`src/rtl/booth_pkg.sv`:
```
// Shared Booth product formatting types and the {sat,result} formatter.
// Used by the multiplier controller, the output buffer and the bench.
package booth_pkg;

    localparam int MAX_N = 64;

    typedef enum logic [1:0] {
        MODE_LOW  = 2'b00,
        MODE_HIGH = 2'b01,
        MODE_SAT  = 2'b10,
        MODE_RND  = 2'b11
    } prod_mode_t;

    typedef logic [2*MAX_N-1:0] pp_t;
    typedef logic [MAX_N:0]     fmt_t;

    // Works on a zero-extended 2n-bit product; n is an elaboration constant.
    // Bit MAX_N of the result is the clamp flag, bits [n-1:0] the value.
    function automatic fmt_t format_product(input pp_t p, input int unsigned n,
                                            input prod_mode_t mode, input logic is_signed);
        pp_t  mask, l, h, smax, smin, rnd, hsum, res;
        logic sat;
        mask = (pp_t'(1) << n) - pp_t'(1);
        l    = p & mask;
        h    = (p >> n) & mask;
        smax = (pp_t'(1) << (n - 1)) - pp_t'(1);
        smin = pp_t'(1) << (n - 1);
        rnd  = (p >> (n - 1)) & pp_t'(1);
        hsum = (h + rnd) & mask;
        sat  = 1'b0;
        res  = l;
        case (mode)
            MODE_LOW:  res = l;
            MODE_HIGH: res = h;
            MODE_SAT: begin
                if (is_signed) begin
                    // In range only when H is the sign extension of L's top bit.
                    if (h != (((l & smin) != '0) ? mask : '0)) begin
                        sat = 1'b1;
                        res = ((h & smin) != '0) ? smin : smax;
                    end
                end else if (h != '0) begin
                    sat = 1'b1;
                    res = mask;
                end
            end
            MODE_RND: begin
                res = hsum;
                if ((rnd != '0) && (h == (is_signed ? smax : mask))) begin
                    sat = 1'b1;
                    res = h;
                end
            end
            default: res = l;
        endcase
        return {sat, res[MAX_N-1:0]};
    endfunction

endpackage

```
`src/rtl/product_fifo.sv`:
```
// Generic DEPTH x WIDTH synchronous FIFO; head is presented combinationally.
import booth_pkg::*;

module product_fifo #(
    parameter int WIDTH = 33,
    parameter int DEPTH = 4
) (
    input  logic                     clk,
    input  logic                     reset,
    input  logic                     push,
    input  logic                     pop,
    input  logic [WIDTH-1:0]         din,
    output logic [WIDTH-1:0]         dout,
    output logic                     valid,
    output logic                     full,
    output logic [$clog2(DEPTH):0]   count
);

    localparam int AW = $clog2(DEPTH);

    logic [WIDTH-1:0] mem [DEPTH];
    logic [AW-1:0]    wr_ptr, rd_ptr;
    logic [AW:0]      cnt;

    always_ff @(posedge clk) begin
        if (push) mem[wr_ptr] <= din;
    end

    always_ff @(posedge clk) begin
        if (reset) begin
            wr_ptr <= '0;
            rd_ptr <= '0;
            cnt    <= '0;
        end else begin
            if (push) wr_ptr <= wr_ptr + 1'b1;
            if (pop)  rd_ptr <= rd_ptr + 1'b1;
            case ({push, pop})
                2'b10:   cnt <= cnt + 1'b1;
                2'b01:   cnt <= cnt - 1'b1;
                default: cnt <= cnt;
            endcase
        end
    end

    assign valid = (cnt != '0);
    assign full  = (cnt == (AW + 1)'(DEPTH));
    assign count = cnt;
    // Storage is not reset, so an empty FIFO shows zero rather than stale data.
    assign dout  = valid ? mem[rd_ptr] : '0;

endmodule

```
`src/rtl/product_out_buffer.sv`:
```
// Booth final-product register: formats {A,Q} per mode and queues the
// result in a small FIFO with a valid/ready output handshake.
import booth_pkg::*;

module product_out_buffer #(
    parameter int N_BITS   = 32,
    parameter int WIDTH_PP = 2*N_BITS + 1,
    parameter int DEPTH    = 4
) (
    input  logic                     clk,
    input  logic                     reset,
    input  logic [WIDTH_PP-1:0]      in,
    input  logic                     ld,
    input  logic [1:0]               mode,
    input  logic                     is_signed,
    output logic [N_BITS-1:0]        product,
    output logic                     product_sat,
    output logic                     product_valid,
    input  logic                     product_ready,
    output logic                     full,
    output logic [$clog2(DEPTH):0]   count,
    output logic                     overflow
);

    fmt_t              fmt;
    logic              push, pop;
    logic [N_BITS:0]   fifo_din, fifo_dout;
    logic              unused_ok;

    assign fmt      = format_product(pp_t'(in[WIDTH_PP-1:1]), N_BITS,
                                     prod_mode_t'(mode), is_signed);
    assign fifo_din = {fmt[MAX_N], fmt[N_BITS-1:0]};
    assign unused_ok = ^{in[0], fmt[MAX_N-1:N_BITS]};

    // A pop frees the slot on the same edge, so a full FIFO still accepts.
    assign pop  = product_valid && product_ready;
    assign push = ld && (!full || pop);

    always_ff @(posedge clk) begin
        if (reset)
            overflow <= 1'b0;
        else if (ld && !push)
            overflow <= 1'b1;
    end

    product_fifo #(
        .WIDTH (N_BITS + 1),
        .DEPTH (DEPTH)
    ) u_fifo (
        .clk   (clk),
        .reset (reset),
        .push  (push),
        .pop   (pop),
        .din   (fifo_din),
        .dout  (fifo_dout),
        .valid (product_valid),
        .full  (full),
        .count (count)
    );

    assign product     = fifo_dout[N_BITS-1:0];
    assign product_sat = fifo_dout[N_BITS];

endmodule

```
`config.mk`:
```
export PLATFORM = sky130hd
export DESIGN_NAME = product_out_buffer
export DESIGN_NICKNAME = d
export VERILOG_FILES = /design/src/rtl/booth_pkg.sv /design/src/rtl/product_fifo.sv /design/src/rtl/product_out_buffer.sv
export SDC_FILE = /design/constraint.sdc
export NUM_CORES = 1
export LEC_CHECK = 0
export CAP_MARGIN = 30
export CORE_ASPECT_RATIO = 1.5
export CORE_UTILIZATION = 58
export DETAILED_ROUTE_END_ITERATION = 10
export PLACE_DENSITY_LB_ADDON = 0.08
export RECOVER_POWER = 25
export SLEW_MARGIN = 5
export SYNTH_ARGS = -nofsm -noshare
export SYNTH_HDL_FRONTEND = slang
export SYNTH_SLANG_ARGS = --single-unit
```
`constraint.sdc`:
```
create_clock -name clk -period 4.9 [get_ports clk]
set_input_delay 0.98 -clock clk [delete_from_list [all_inputs] [get_ports clk]]
set_output_delay 0.98 -clock clk [all_outputs]
set_load 0.03 [all_outputs]
```
==> flow_metrics.env, run 1 <==
export IMPL_cts_post_setup_buffers_inserted=0
export IMPL_critPathLaunch="product_ready"
export IMPL_finalSetupViolations=0
export IMPL_antenna_cells=0
export IMPL_numCtsBuffers=17
export IMPL_intPower_mw=2.49
export IMPL_finalCritPeriodShare=0.832
export IMPL_seq_area_mm2=0.00417
export IMPL_syn_to_final_growth_pct=25.9
export IMPL_initial_core_util=0.601
export IMPL_ant_nets=0
export IMPL_cts_resized=0
export IMPL_cp_start_kind="input pin"
export IMPL_synth_compound_area_frac=0.0811
export IMPL_cp_max_fo=33
export IMPL_fin_crit_ps=4080
export IMPL_cts_max_level=4
export IMPL_cap_violations=3
export IMPL_synth_distinct_cells=58
export IMPL_total_leakage_power_nw=2.90
export IMPL_r2r_slack_ps=1390
export IMPL_num_vias=4918
export IMPL_muxShareOfSynthArea=0.114
export IMPL_drive_gt1_frac=0.138
export IMPL_power_frac_seq=0.422
export IMPL_clkPwrFrac=0.341
export IMPL_cp_required_ps=4880
export IMPL_worst_slew_pin_slew_ps=2270
export IMPL_post_route_util=0.757
export IMPL_max_slew_margin=-0.513
export IMPL_synth_top_family_by_area="simple AND/OR/NAND/NOR gates"
export IMPL_synth_ff_type="edfxtp_1"
export IMPL_drv_slew=102
export IMPL_fin_setup_tns_ps=0
export IMPL_rsz0062_at_grt="false"
export IMPL_multiInputGateArea_mm2=0.00269
export IMPL_nNetsFinal=695
export IMPL_fin_ws_ps=824
export IMPL_clk_latency_ps=410
export IMPL_die_y_um=137
export IMPL_dr_pass1_iters=5
export IMPL_synth_simple_gate_area_frac=0.136
export IMPL_routed_wl_mm=17.1
export IMPL_drtIter0Drc=431
export IMPL_min_path_cells=2
export IMPL_netSwitchingFraction=0.278
export IMPL_path_clk_slew_ps=60
export IMPL_rows=48
export IMPL_grt_max_degree=34
export IMPL_r2r_start="u_fifo.count[0]"
export IMPL_ys_ff_latch=142
export IMPL_grtUsageTotal=0.293
export IMPL_die_w_um=91.7
export IMPL_syn_cell_area_mm2=0.00700
export IMPL_dp_hpwl_mm=11.6
export IMPL_cts_buffer_depth=2
export IMPL_fin_skew_ps=6.98
export IMPL_crit_family="buffers and inverters"
export IMPL_postSynthCellCount=503
export IMPL_synth_seq_area_share=0.595
export IMPL_yosysWarnings=0
export IMPL_synthXorXnorAreaFrac=0.0388
export IMPL_syn_nets=582
export IMPL_switchingPower_mw=0.960
export IMPL_r2r_cells=6
export IMPL_gp_congestion=0.938
export IMPL_violations="max-capacitance violations, max-slew violations"
export IMPL_min_path_type="flop to flop"
export IMPL_ctsHoldBuffers=0
export IMPL_port_buffer_count=109
export IMPL_worstSetupEndpoint="u_fifo.mem[3][17]"
export IMPL_avgSynthCellArea_um2=13.9
export IMPL_pre_cts_slack_ps=703
export IMPL_crit_top_cell="nor2b_1"
export IMPL_hold_start="overflow"
export IMPL_grt_pass1_vias=5172
export IMPL_cp_cell_sequence="dlygate4sd3_1 > nor2b_1 > nor2b_1 > and2_1 > clkbuf_1"
export IMPL_wire_per_inst_um=22.0
export IMPL_critical_path_arrival_ps=4060
export IMPL_cts_tree="yes"
export IMPL_drc=0
export IMPL_cp_slowest_cell="clkbuf_1"
export IMPL_path_depth=5
export IMPL_synth_edf_count=132
export IMPL_fmax_mhz=245
export IMPL_async_flop_share=0
export IMPL_clock_sinks=142
export IMPL_viasPerCell=6.31
export IMPL_core_area_mm2=0.0117
export IMPL_cp_end_kind="flop"
export IMPL_pwr_share_comb=0.237
export IMPL_powerDensity_mw_per_mm2=391
export IMPL_io_pins=111
export IMPL_r2r_end="u_fifo.mem[3][17]"
export IMPL_clockRootBuffer="clkbuf_16"
export IMPL_critPathBufInv=2
export IMPL_synthAdderAreaFrac=0.0136
export IMPL_fillers=756
export IMPL_hold_violations=0
export IMPL_status="finished with violations"
export IMPL_grt_first_pass_wirelength_mm=27.3
export IMPL_critPathKind="input pin to flop"
export IMPL_overflow=0
export IMPL_cpPeakStageDelay_ps=1610
export IMPL_antenna_found_initial=0
export IMPL_ir_drop_v=0.000272
export IMPL_dieArea_mm2=0.0125
## power groups by stage
stage	logic [mW]	registers [mW]	clock network, mW
3_5_place_dp	0.819	1.48	0
4_1_cts	0.827	1.45	1.19
2_1_floorplan	0.491	1.47	0
6_report	0.816	1.46	1.18
3_3_place_gp	0.795	1.47	0
5_1_grt	0.870	1.46	1.24
## worst reg2reg max path: stages, from the launching register on
cell	delay [ps]
dfxtp_1	460
nor2_1	100
and2_1	180
nor2b_1	140
nor2b_1	390
and2_1	190
clkbuf_1	1610
## per-stage QoR
step / instances / cell area (um2) / total power, mW / hold slack [ps]
CTS: 779 / 8830 / 3.47 / 482
global placement: 745 / 8250 / 2.26 / 455
detailed placement: 747 / 8280 / 2.30 / 467
global route: 779 / 8820 / 3.57 / 502
finish: 779 / 8820 / 3.45 / 477
floorplan: 503 / 7000 / 1.96 / 485
## cells by family (layout without fill, tap and decap cells)
group | after synthesis | count (layout)
simple gates | 164 | 164
fa+ha+maj | 7 | 7
buf+inv | 39 | 165
xor+xnor | 31 | 31
compound gates | 82 | 82
mux | 38 | 38
flops | 142 | 142
## metal layers
| layer | GRT usage | wire length [um] | vias to the layer above |
|---|---|---|---|
| met2 | 0.520 | 9110 | 232 |
| li1 | - | - | 2208 |
| met4 | 0.130 | 521 | 0 |
| met1 | 0.348 | 6480 | 2440 |
| met3 | 0.0556 | 1010 | 38 |
| met5 | 0 | 0 | - |
## cell usage after synthesis, drive strengths merged (2+ instances only)
master	n	area, um2
and4	9	80.1
a22oi	2	15.0
nand2b	3	18.8
o21a	3	22.5
buf	9	40.0
ha	6	75.1
a31oi	2	12.5
nor4	7	43.8
dfxtp	10	200
or2	3	18.8
nand2	19	71.3
o211ai	6	50.1
o22ai	14	87.6
and3	12	75.1
a221oi	2	17.5
nor2	21	78.8
nand4	10	62.6
a21oi	19	95.1
inv	10	37.5
a221o	7	70.1
xnor2	19	166
a211oi	6	45.0
clkbuf	19	71.3
mux2i	2	20.0
nor2b	2	12.5
nand3	13	65.1
and2	41	257
nand3b	2	15.0
or3	3	18.8
xor2	12	105
mux2	3	33.8
a21o	2	22.5
or4	2	18.8
nor3	14	86.3
o21ai	11	55.1
edfxtp	132	3960
and3b	2	17.5
mux4	33	743
## worst min path at each step
stage	endpoint	slack, ps
floorplan	flop	480
global placement	overflow	460
detailed placement	overflow	470
CTS	overflow	480
global route	overflow	500
finish	overflow	480
## state kept, by name, summed over array words and instances, names as in the netlist, named ones only
| signal | cells |
|---|---|
| u_fifo.mem | 132 |
| u_fifo.count | 3 |
| u_fifo.rd_ptr | 2 |
| u_fifo.wr_ptr | 2 |
| overflow | 1 |
## cell type report
class	instances	share of cell area
Inverter	11	0.00468
Sequential cell	142	0.472
Clock buffer	18	0.0487
Multi-Input combinational cell	322	0.305
Tap cell	150	0.0213
Timing Repair Buffer	122	0.135
Clock inverter	14	0.0135
## cell usage in the layout, fill, tap and decap left out, drive strengths merged, types with 9 or more instances in the layout
cell type      synthesis  final
nand2                 19     19
xnor2                 19     19
xor2                  12     12
buf                    9     10
clkdlybuf4s50          0    102
a21oi                 19     19
nand4                 10     10
and2                  41     41
and3                  12     12
nand3                 13     13
edfxtp               132    132
nor2                  21     21
dfxtp                 10     10
o21ai                 11     11
clkbuf                19     21
and4                   9      9
inv                   10     12
mux4                  33     33
o22ai                 14     14
nor3                  14     14
Power figures use the tool's default switching activity.
==> run 2, diff against run 1 <==
- CORE_UTILIZATION: 58 -> 54
- clock period: 4.9 -> 4.2 ns (I/O delays scaled with it)
==> run 2 against run 1 <==
Compared with the run above: largest cell class unchanged; the run now ends clean; register-to-register slack better by 220 ps; global-route usage down 1.3 points; critical path depth down 1; cell count up 0.90%; die area up 7.3%; first-iteration DRC count down 15%; count of clock-buffer cells in the layout down 1; non-clock buffer count up 1; final area up 0.48%.
==> flow_metrics.env, run 2 (synthesis gave the netlist of run 1 again) <==
export IMPL_min_path_type="flop to flop"
export IMPL_cts_resized=0
export IMPL_io_pins=111
export IMPL_final_common_cell="edfxtp_1"
export IMPL_finalSetupViolations=0
export IMPL_status="finished, final reports clean"
export IMPL_grt_pass1_vias=5032
export IMPL_num_vias=4898
export IMPL_cp_start_kind="flop"
export IMPL_numCtsBuffers=17
export IMPL_hold_violations=0
export IMPL_port_buffer_count=109
export IMPL_finalCritPeriodShare=0.862
export IMPL_cap_violations=0
export IMPL_drv_slew=0
export IMPL_initial_core_util=0.557
export IMPL_drive_gt1_frac=0.148
export IMPL_cp_end_kind="output pin"
export IMPL_drtIter0Drc=365
export IMPL_dieArea_mm2=0.0134
export IMPL_critPathKind="flop to output pin"
export IMPL_powerDensity_mw_per_mm2=463
export IMPL_antenna_found_initial=0
export IMPL_total_leakage_power_nw=2.94
export IMPL_antenna_cells=0
export IMPL_max_slew_margin=0.294
export IMPL_post_route_util=0.705
export IMPL_worst_slew_pin_slew_ps=1060
export IMPL_gp_congestion=0.902
export IMPL_rows=50
export IMPL_fin_setup_tns_ps=0
export IMPL_cp_required_ps=3360
export IMPL_core_area_mm2=0.0126
export IMPL_drc=0
export IMPL_cts_post_setup_buffers_inserted=0
export IMPL_wire_per_inst_um=22.5
export IMPL_cp_max_fo=19
export IMPL_fin_skew_ps=6.13
export IMPL_ir_drop_v=0.000299
export IMPL_cts_tree="yes"
export IMPL_viasPerCell=6.23
export IMPL_fin_crit_ps=3620
export IMPL_clock_sinks=142
export IMPL_cts_max_level=4
export IMPL_syn_to_final_growth_pct=26.5
export IMPL_ctsHoldBuffers=0
export IMPL_dp_hpwl_mm=11.6
export IMPL_die_y_um=141
export IMPL_cts_buffer_depth=2
export IMPL_top_register="u_fifo.mem"
export IMPL_clockRootBuffer="clkbuf_16"
export IMPL_grt_first_pass_wirelength_mm=27.0
export IMPL_grtUsageTotal=0.280
export IMPL_dr_pass1_iters=6
export IMPL_critical_path_arrival_ps=2780
export IMPL_clk_latency_ps=410
export IMPL_path_clk_slew_ps=60
export IMPL_ant_nets=0
export IMPL_routed_wl_mm=17.7
export IMPL_fmax_mhz=276
export IMPL_grt_max_degree=37
export IMPL_nNetsFinal=696
export IMPL_die_w_um=95.0
export IMPL_mostFrequentLayoutCells="132 x edfxtp_1, 102 x clkdlybuf4s50_1, 38 x and2_1"
export IMPL_rsz0062_at_grt="false"
export IMPL_largest_reg_flops=132
export IMPL_overflow=0
-- run 2: layer usage --
metal	vias up	global-route usage	part of all wire
met5	-	0	0
met4	0	0.132	0.030
met3	41	0.0606	0.066
met2	233	0.482	0.53
met1	2416	0.328	0.37
li1	2208	-	-
-- run 2: where the power goes --
| group | internal, mW | leakage, nW | switching (mW) | total (mW) |
|---|---|---|---|---|
| Sequential | 1.66 | 1.29 | 0.0509 | 1.71 |
| Clock | 0.870 | 0.274 | 0.583 | 1.45 |
| Combinational | 0.430 | 1.37 | 0.507 | 0.937 |
-- run 2: area by class of cell --
cell class	instances	area (um2)
clock inverter	15	145
sequential	142	4170
tap	156	195
clock buffer	17	425
timing repair buffer	123	1200
multi-input combinational	322	2690
fill	877	3710
inverter	11	41.3
-- run 2: critical path: stages, from the launching register on --
cell             delay, ps
dfxtp_2                750
buf_12                 290
mux4_2                 540
and2_1                 170
clkdlybuf4s50_1        600
-- run 2: final timing paths --
| check | from | to | slack (ps) | depth (start not counted) |
|---|---|---|---|---|
| max | flop | product[17] | 580 | 4 |
| min | overflow | overflow | 460 | 2 |
| max reg2reg | u_fifo.count[0] | u_fifo.mem[2][18] | 1610 | 6 |
| min reg2reg | overflow | overflow | 460 | 2 |
-- run 2: through the flow --
step           setup slack (ps)  power, mW  hold slack [ps]  instances  area, um2
5_1_grt                     431       4.24              524        786       8860
3_3_place_gp                487       2.66              454        754       8300
3_5_place_dp                302       2.68              460        754       8300
2_1_floorplan              1310       2.29              485        503       7000
6_report                    578       4.10              463        786       8860
4_1_cts                     506       4.13              478        786       8870
